### config.mk
export PLATFORM = sky130hd
export DESIGN_NAME = sprite_anim_renderer
export DESIGN_NICKNAME = d
export VERILOG_FILES = /design/src/rtl/sprite_anim_renderer.sv
export SDC_FILE = /design/constraint.sdc
export NUM_CORES = 1
export LEC_CHECK = 0
export ABC_AREA = 0
export CAP_MARGIN = 20
export CORE_MARGIN = 10
export CORE_UTILIZATION = 35
export CTS_BUF_LIST = sky130_fd_sc_hd__clkbuf_8
export CTS_CLUSTER_SIZE = 40
export DETAILED_ROUTE_END_ITERATION = 8
export GPL_ROUTABILITY_DRIVEN = 0
export PLACE_DENSITY_LB_ADDON = 0.1
export SYNTH_ARGS = -nofsm -noshare
export SYNTH_HDL_FRONTEND = slang
export SYNTH_SLANG_ARGS = --single-unit
### constraint.sdc
create_clock -name vga_clk -period 4.9 [get_ports vga_clk]
set_clock_uncertainty 0.15 [all_clocks]
set_input_delay 1.225 -clock vga_clk [delete_from_list [all_inputs] [get_ports vga_clk]]
set_output_delay 1.225 -clock vga_clk [all_outputs]
set_load 0.02 [all_outputs]
### src/rtl/sprite_anim_renderer.sv
// ----------------------------------------------------------------------------
// sprite_anim_renderer
//
// Purpose:
//   Three-stage sprite pixel pipeline for the VGA path. For every pixel the
//   VGA controller presents (DrawX/DrawY/blank), it checks whether the pixel
//   falls inside the sprite box, generates a registered address into an
//   external synchronous sprite ROM, and one cycle after the ROM responds it
//   registers the palette colour. Pixels whose ROM index equals TRANSP_IDX,
//   pixels outside the box and pixels outside active video come out black
//   with pixel_on=0. An animation counter steps through FRAMES images stored
//   back-to-back in the ROM, advancing every HOLD frame_tick pulses.
//
//   The pipeline has no backpressure: one pixel enters and one pixel leaves
//   every vga_clk cycle, with a fixed latency of 3 cycles.
//
// Optional feature (macro SPRITE_MIRROR_EN):
//   When defined, adds the input 'mirror'; mirror=1 flips the sprite
//   horizontally (dx -> SPR_W-1-dx). Bounds and latency are unchanged.
//
// Ports:
//   vga_clk      in   pixel clock, all state on posedge
//   reset        in   synchronous, active-high
//   DrawX/DrawY  in   current pixel column/row (10 bits)
//   blank        in   1 = active video
//   SpriteX/Y    in   sprite top-left column/row (10 bits)
//   frame_tick   in   one-cycle pulse per video frame
//   anim_en      in   1 = animation advances
//   restart      in   pulse: back to frame 0, hold counter cleared
//   mirror       in   (SPRITE_MIRROR_EN only) horizontal flip
//   rom_address  out  registered sprite ROM address
//   rom_q        in   ROM data, valid one cycle after rom_address
//   pal_index    out  rom_q forwarded to a combinational palette
//   pal_red/green/blue  in  palette colour for pal_index
//   red/green/blue      out registered pixel colour
//   pixel_on     out  registered: opaque sprite pixel in active video
//   frame_idx    out  current animation frame
// ----------------------------------------------------------------------------
module sprite_anim_renderer #(
    parameter int              SPR_W      = 20,
    parameter int              SPR_H      = 20,
    parameter int              FRAMES     = 4,
    parameter int              HOLD       = 8,
    parameter int              IDX_W      = 8,
    parameter logic [IDX_W-1:0] TRANSP_IDX = '0,
    parameter int              ADDR_W     = $clog2(FRAMES*SPR_W*SPR_H),
    localparam int             FRAME_W    = (FRAMES > 1) ? $clog2(FRAMES) : 1
) (
    input  logic                vga_clk,
    input  logic                reset,
    input  logic [9:0]          DrawX,
    input  logic [9:0]          DrawY,
    input  logic                blank,
    input  logic [9:0]          SpriteX,
    input  logic [9:0]          SpriteY,
    input  logic                frame_tick,
    input  logic                anim_en,
    input  logic                restart,
`ifdef SPRITE_MIRROR_EN
    input  logic                mirror,
`endif
    output logic [ADDR_W-1:0]   rom_address,
    input  logic [IDX_W-1:0]    rom_q,
    output logic [IDX_W-1:0]    pal_index,
    input  logic [3:0]          pal_red,
    input  logic [3:0]          pal_green,
    input  logic [3:0]          pal_blue,
    output logic [3:0]          red,
    output logic [3:0]          green,
    output logic [3:0]          blue,
    output logic                pixel_on,
    output logic [FRAME_W-1:0]  frame_idx
);

    localparam int HOLD_W = (HOLD > 1) ? $clog2(HOLD) : 1;

    localparam logic [ADDR_W-1:0]  FRAME_SZ_A = ADDR_W'(SPR_W * SPR_H);
    localparam logic [ADDR_W-1:0]  SPR_W_A    = ADDR_W'(SPR_W);
    localparam logic [FRAME_W-1:0] LAST_FRAME = FRAME_W'(FRAMES - 1);
    localparam logic [HOLD_W-1:0]  LAST_HOLD  = HOLD_W'(HOLD - 1);

    // ------------------------------------------------------------------
    // Animation counter
    // ------------------------------------------------------------------
    logic [FRAME_W-1:0] frame_idx_q, frame_idx_d;
    logic [HOLD_W-1:0]  hold_q, hold_d;

    // restart outranks a coincident frame_tick; reset outranks both.
    always_comb begin
        frame_idx_d = frame_idx_q;
        hold_d      = hold_q;
        if (restart) begin
            frame_idx_d = '0;
            hold_d      = '0;
        end else if (frame_tick && anim_en) begin
            if (hold_q == LAST_HOLD) begin
                hold_d      = '0;
                frame_idx_d = (frame_idx_q == LAST_FRAME) ? '0 : frame_idx_q + 1'b1;
            end else begin
                hold_d = hold_q + 1'b1;
            end
        end
    end

    always_ff @(posedge vga_clk) begin
        if (reset) begin
            frame_idx_q <= '0;
            hold_q      <= '0;
        end else begin
            frame_idx_q <= frame_idx_d;
            hold_q      <= hold_d;
        end
    end

    // ------------------------------------------------------------------
    // Stage 0: bounds check and address generation
    // ------------------------------------------------------------------
    // Bounds are compared in 11 bits so a sprite hanging off the right or
    // bottom edge (SpriteX+SPR_W > 1023) cannot wrap and hit low columns.
    logic [10:0]       draw_x_w, draw_y_w, spr_x_w, spr_y_w;
    logic              in_box;
    logic [9:0]        dx, dy, dx_eff;
    logic [ADDR_W-1:0] frame_base;
    logic [ADDR_W-1:0] addr_d;

    always_comb begin
        draw_x_w = {1'b0, DrawX};
        draw_y_w = {1'b0, DrawY};
        spr_x_w  = {1'b0, SpriteX};
        spr_y_w  = {1'b0, SpriteY};
        in_box   = (draw_x_w >= spr_x_w) && (draw_x_w < spr_x_w + 11'(SPR_W)) &&
                   (draw_y_w >= spr_y_w) && (draw_y_w < spr_y_w + 11'(SPR_H));
        dx       = DrawX - SpriteX;
        dy       = DrawY - SpriteY;
`ifdef SPRITE_MIRROR_EN
        dx_eff   = mirror ? (10'(SPR_W - 1) - dx) : dx;
`else
        dx_eff   = dx;
`endif
        // Out-of-box pixels still point at the current frame's first word;
        // the ROM data is ignored for them because the hit flag is clear.
        frame_base = ADDR_W'(frame_idx_q) * FRAME_SZ_A;
        addr_d     = frame_base;
        if (in_box) begin
            addr_d = frame_base + ADDR_W'(dy) * SPR_W_A + ADDR_W'(dx_eff);
        end
    end

    // ------------------------------------------------------------------
    // Pipeline registers
    //   edge k+1: address, hit0/blank0
    //   edge k+2: ROM data appears on rom_q, hit/blank delayed once more
    //   edge k+3: colour and pixel_on registered
    // ------------------------------------------------------------------
    logic [ADDR_W-1:0] rom_address_q;
    logic              hit0_q, blank0_q;
    logic              hit1_q, blank1_q;
    logic              pixel_on_q;
    logic [3:0]        red_q, green_q, blue_q;
    logic              opaque;

    assign opaque = hit1_q && blank1_q && (rom_q != TRANSP_IDX);

    always_ff @(posedge vga_clk) begin
        if (reset) begin
            rom_address_q <= '0;
            hit0_q        <= 1'b0;
            blank0_q      <= 1'b0;
            hit1_q        <= 1'b0;
            blank1_q      <= 1'b0;
            pixel_on_q    <= 1'b0;
            red_q         <= '0;
            green_q       <= '0;
            blue_q        <= '0;
        end else begin
            rom_address_q <= addr_d;
            hit0_q        <= in_box;
            blank0_q      <= blank;
            hit1_q        <= hit0_q;
            blank1_q      <= blank0_q;
            pixel_on_q    <= opaque;
            red_q         <= opaque ? pal_red   : 4'h0;
            green_q       <= opaque ? pal_green : 4'h0;
            blue_q        <= opaque ? pal_blue  : 4'h0;
        end
    end

    assign rom_address = rom_address_q;
    assign pal_index   = rom_q;
    assign red         = red_q;
    assign green       = green_q;
    assign blue        = blue_q;
    assign pixel_on    = pixel_on_q;
    assign frame_idx   = frame_idx_q;

endmodule
==> results.md <==
- Mapped Cells: approximately 380
- Mux cell area share after synthesis: 1.532%
- Reg2Reg Launch Point: frame_idx[0]$_SDFFE_PP0P_
- Count of final max-slew check failures: 0
- Final Hold Fails: 0
- Setup WS pre-CTS: -0.7312 ns
- Die Y: 116.6 µm
- Worst setup EP type: flip-flop
- Unrepaired setup endpoints after global routing: true
- Worst-path cell chain: buf_2 > buf_4 > fa_2 > a21o_1 > a21oi_4 > xnor2_2 > ha_4 > buf_4 > ha_1 > a21o_1 > a21oi_2 > xnor2_1 > fa_1 > inv_1 > ha_1 > nor4_2 > nor3_1 > xnor2_1 > a211oi_1
- Fmax: 0.2046 GHz
- Overflow after GRT: 0
- Synth Cell Area: 3267 µm²
- Largest family of logic cells by synthesized area: adder cells
- Cell Pwr Density: 315.0 nW/µm²
- Min Tclk post-route: 4.887 ns
- Antenna violations before repair: 0
- Bufs and invs on worst path: 4
- Residual DRC: 0
- Core area: approximately 9200 µm²
- Root Buffer: clkbuf_8
- Commonest cells post-synth: ha_1, inv_1, dfxtp_1
- Die Footprint: roughly 14,000 µm²
- Stages on the worst setup path: 19
- Simple-Gate Fraction of Synth Area: approximately 15%
- H-tree level count: 2
- Slowest cell delay on critical path: roughly 0.48 ns
- Final setup margin: 0.01293 ns
- Hold depth: 1
- Final Util: between 50 and 60%
- CP Class: in2reg
- Leak: 2.385 nW
- Post-synthesis sequential area ratio: 20.22%
- Max Cap Viol: 0
- Hold_sp: blank0_q$_SDFF_PP0_
- Routed length per instance: 14.05 µm
- Cells on worst reg2reg path: 11
- Maximum clock insertion buffer count: 2
- Synth Area in Adders: 29.64%
- Distinct cells, synth: 45
- Final setup fails: 0
- Cell family with most CP delay: adder cells
- Post-synth ARST share: 0%
- Crit path max-delay cell type: fa_1
- Total iterations of the first detailed-routing run: 4
- Die width: 116.6 µm
- CTS tree: built
- CP Launch Point: DrawY[1]
- Yosys top cell area share: 24.13%
- GRT Resource Usage Total: 12.70%
- Post-Route WL: 9034 µm
- Ys Warns: 0
- Number of synthesized register bits: 33
- Vias in the first global route: 3,173
- Num CTS Buffers: 5
- Vias per std cell: 4.812
- Clock transition at the registers of the reported paths: 0.07 ns
- Slew margin rel.: 60.93%
- Hold WC Path Type: reg2reg
- Largest net degree at the start of global routing: 17
- Outcome: complete, no violations
- Initial DRC Count: 60
- Initial core utilization: 35.69%
- Count of input and output buffers: 99
- Synth area leaders: ha_1, dfxtp_1, xnor2_1
- XOR/XNOR Fraction of Synth Area: around 10%
- Antenna diodes: 0
- Worst vdd ir: between 0.0001 and 0.00015 V
- Hpwl dp: 7721 µm
- TNS Setup: 0 ns
- # IOs: 100
- DR vias: 3,094
- Area Overhead vs Synth: 57.03%
- Clock sink count: 33
- Synth area leader: ha_1
- Std-Cell Rows: 35
- Share of layout cells above drive strength 1: between 20% and 30%
- Crit start category: primary input
- Critical Path RT: about 4.9 ns
- CP max FO: 3
- Antenna Nets Post-Route: 0
- Reg-to-reg slack, setup: ~1.9 ns
- Critical path arrival: 4.93 ns
- Number of synthesized flops with an enable pin: 0
- Post-Syn Nets: 515
- Worst slew pin tran: 0.5843 ns
- Synth Area in Compound Gates: 15.66%
- Most frequent cell after synthesis: ha_1
- Period utilisation layout: 99.74%
- Filler Cell Count: just under 900
- Clk Latency, worst-skew pair: 0.28 ns
- Avg Cell Area, Syn: between 8 and 9 µm²
- Final nets: between 600 and 700
- Global-route wire length before repair: 14,170 µm
- Ys flop type: dfxtp_1
registers in the layout, indices dropped and copies added, names as in the netlist:
| register | count |
|---|---|
| hold_q | 3 |
| blue | 4 |
| pixel_on | 1 |
| blank0_q | 1 |
| red | 4 |
| hit0_q | 1 |
| hit1_q | 1 |
| frame_idx | 2 |
| blank1_q | 1 |
| rom_address | 11 |
| green | 4 |
timing repair:
action | CTS | global route
setup endpoints to repair | 4 | 3
buffers inserted | 4 | 1
pin swaps | 23 | 29
resized for setup | 31 | 32
hold buffers | 0 | 0
per-stage QoR:
stage	hold WS, ns	total power [W]	cells	area [µm²]
detailed placement	0.2774	0.001350	630	4775
CTS	0.2913	0.001576	642	4950
finish	0.2880	0.001616	643	5130
global route	0.3136	0.001770	643	5130
global placement	0.2744	0.001326	629	4770
floorplan	0.2638	0.0009929	377	3317
placed cells by master, fill, tap and decap left out, types with 3 or more instances in the layout:
cell type	synthesis	layout
a211oi_1	6	6
a21o_1	8	8
a21oi_1	25	21
a21oi_2	0	3
and2_1	14	14
buf_2	0	3
buf_4	8	59
clkbuf_8	0	5
clkdlybuf4s50_1	0	89
clkinvlp_4	0	3
dfxtp_1	33	33
dlymetal6s2s_1	0	4
fa_1	9	6
fa_2	0	3
ha_1	63	50
ha_4	0	12
inv_1	44	38
inv_2	1	5
mux2i_1	5	5
nand2_1	14	14
nand2b_1	4	4
nand3_1	5	4
nor2_1	23	22
nor2b_1	8	6
nor3_1	16	16
nor4_1	6	5
o2111ai_1	3	3
o21a_1	7	7
o21ai_0	10	6
o21ai_1	1	4
o21bai_1	3	3
xnor2_1	24	20
xnor2_2	0	4
xor2_1	11	11
logic make-up after synthesis:
family,count (synthesis)
and+or+nand+nor,97
xor gates and xnor gates,36
buffers and inverters,57
muxes,5
adders and majority gates,72
DFF,33
AOI/OAI and AO/OA,77
metal layers:
layer | GRT usage, % | share of wire, %
met2 | 22.89 | 52
met3 | 2.722 | 4.4
met1 | 15.04 | 42
met4 | 2.718 | 0.93
met5 | 0 | 0
report_power, final:
group          leakage (nW)  switching (W)  internal [W]  total (W)
registers             0.267     0.00000161      0.000275   0.000276
logic                  2.08       0.000513      0.000628    0.00114
clock network        0.0364      0.0000993     0.0000994   0.000199
worst paths after layout:
kind	end
worst min register to register	blank1_q$_SDFF_PP0_
worst max register to register	rom_address[9]$_SDFF_PP0_
worst min-delay path	blank1_q$_SDFF_PP0_
worst max-delay path	rom_address[10]$_SDFF_PP0_
final cells by class:
cell class              count  area (µm²)  share of cell area, %
clock inverters             3       22.52                 0.4390
clock buffers               5       68.82                  1.341
multi-input cells         287        2624                  51.15
flip-flops and latches     33       660.6                  12.88
repair buffers            159        1441                  28.10
well taps                 111       138.9                  2.707
inverters                  45       173.9                  3.390
Power figures use the tool's default switching activity.
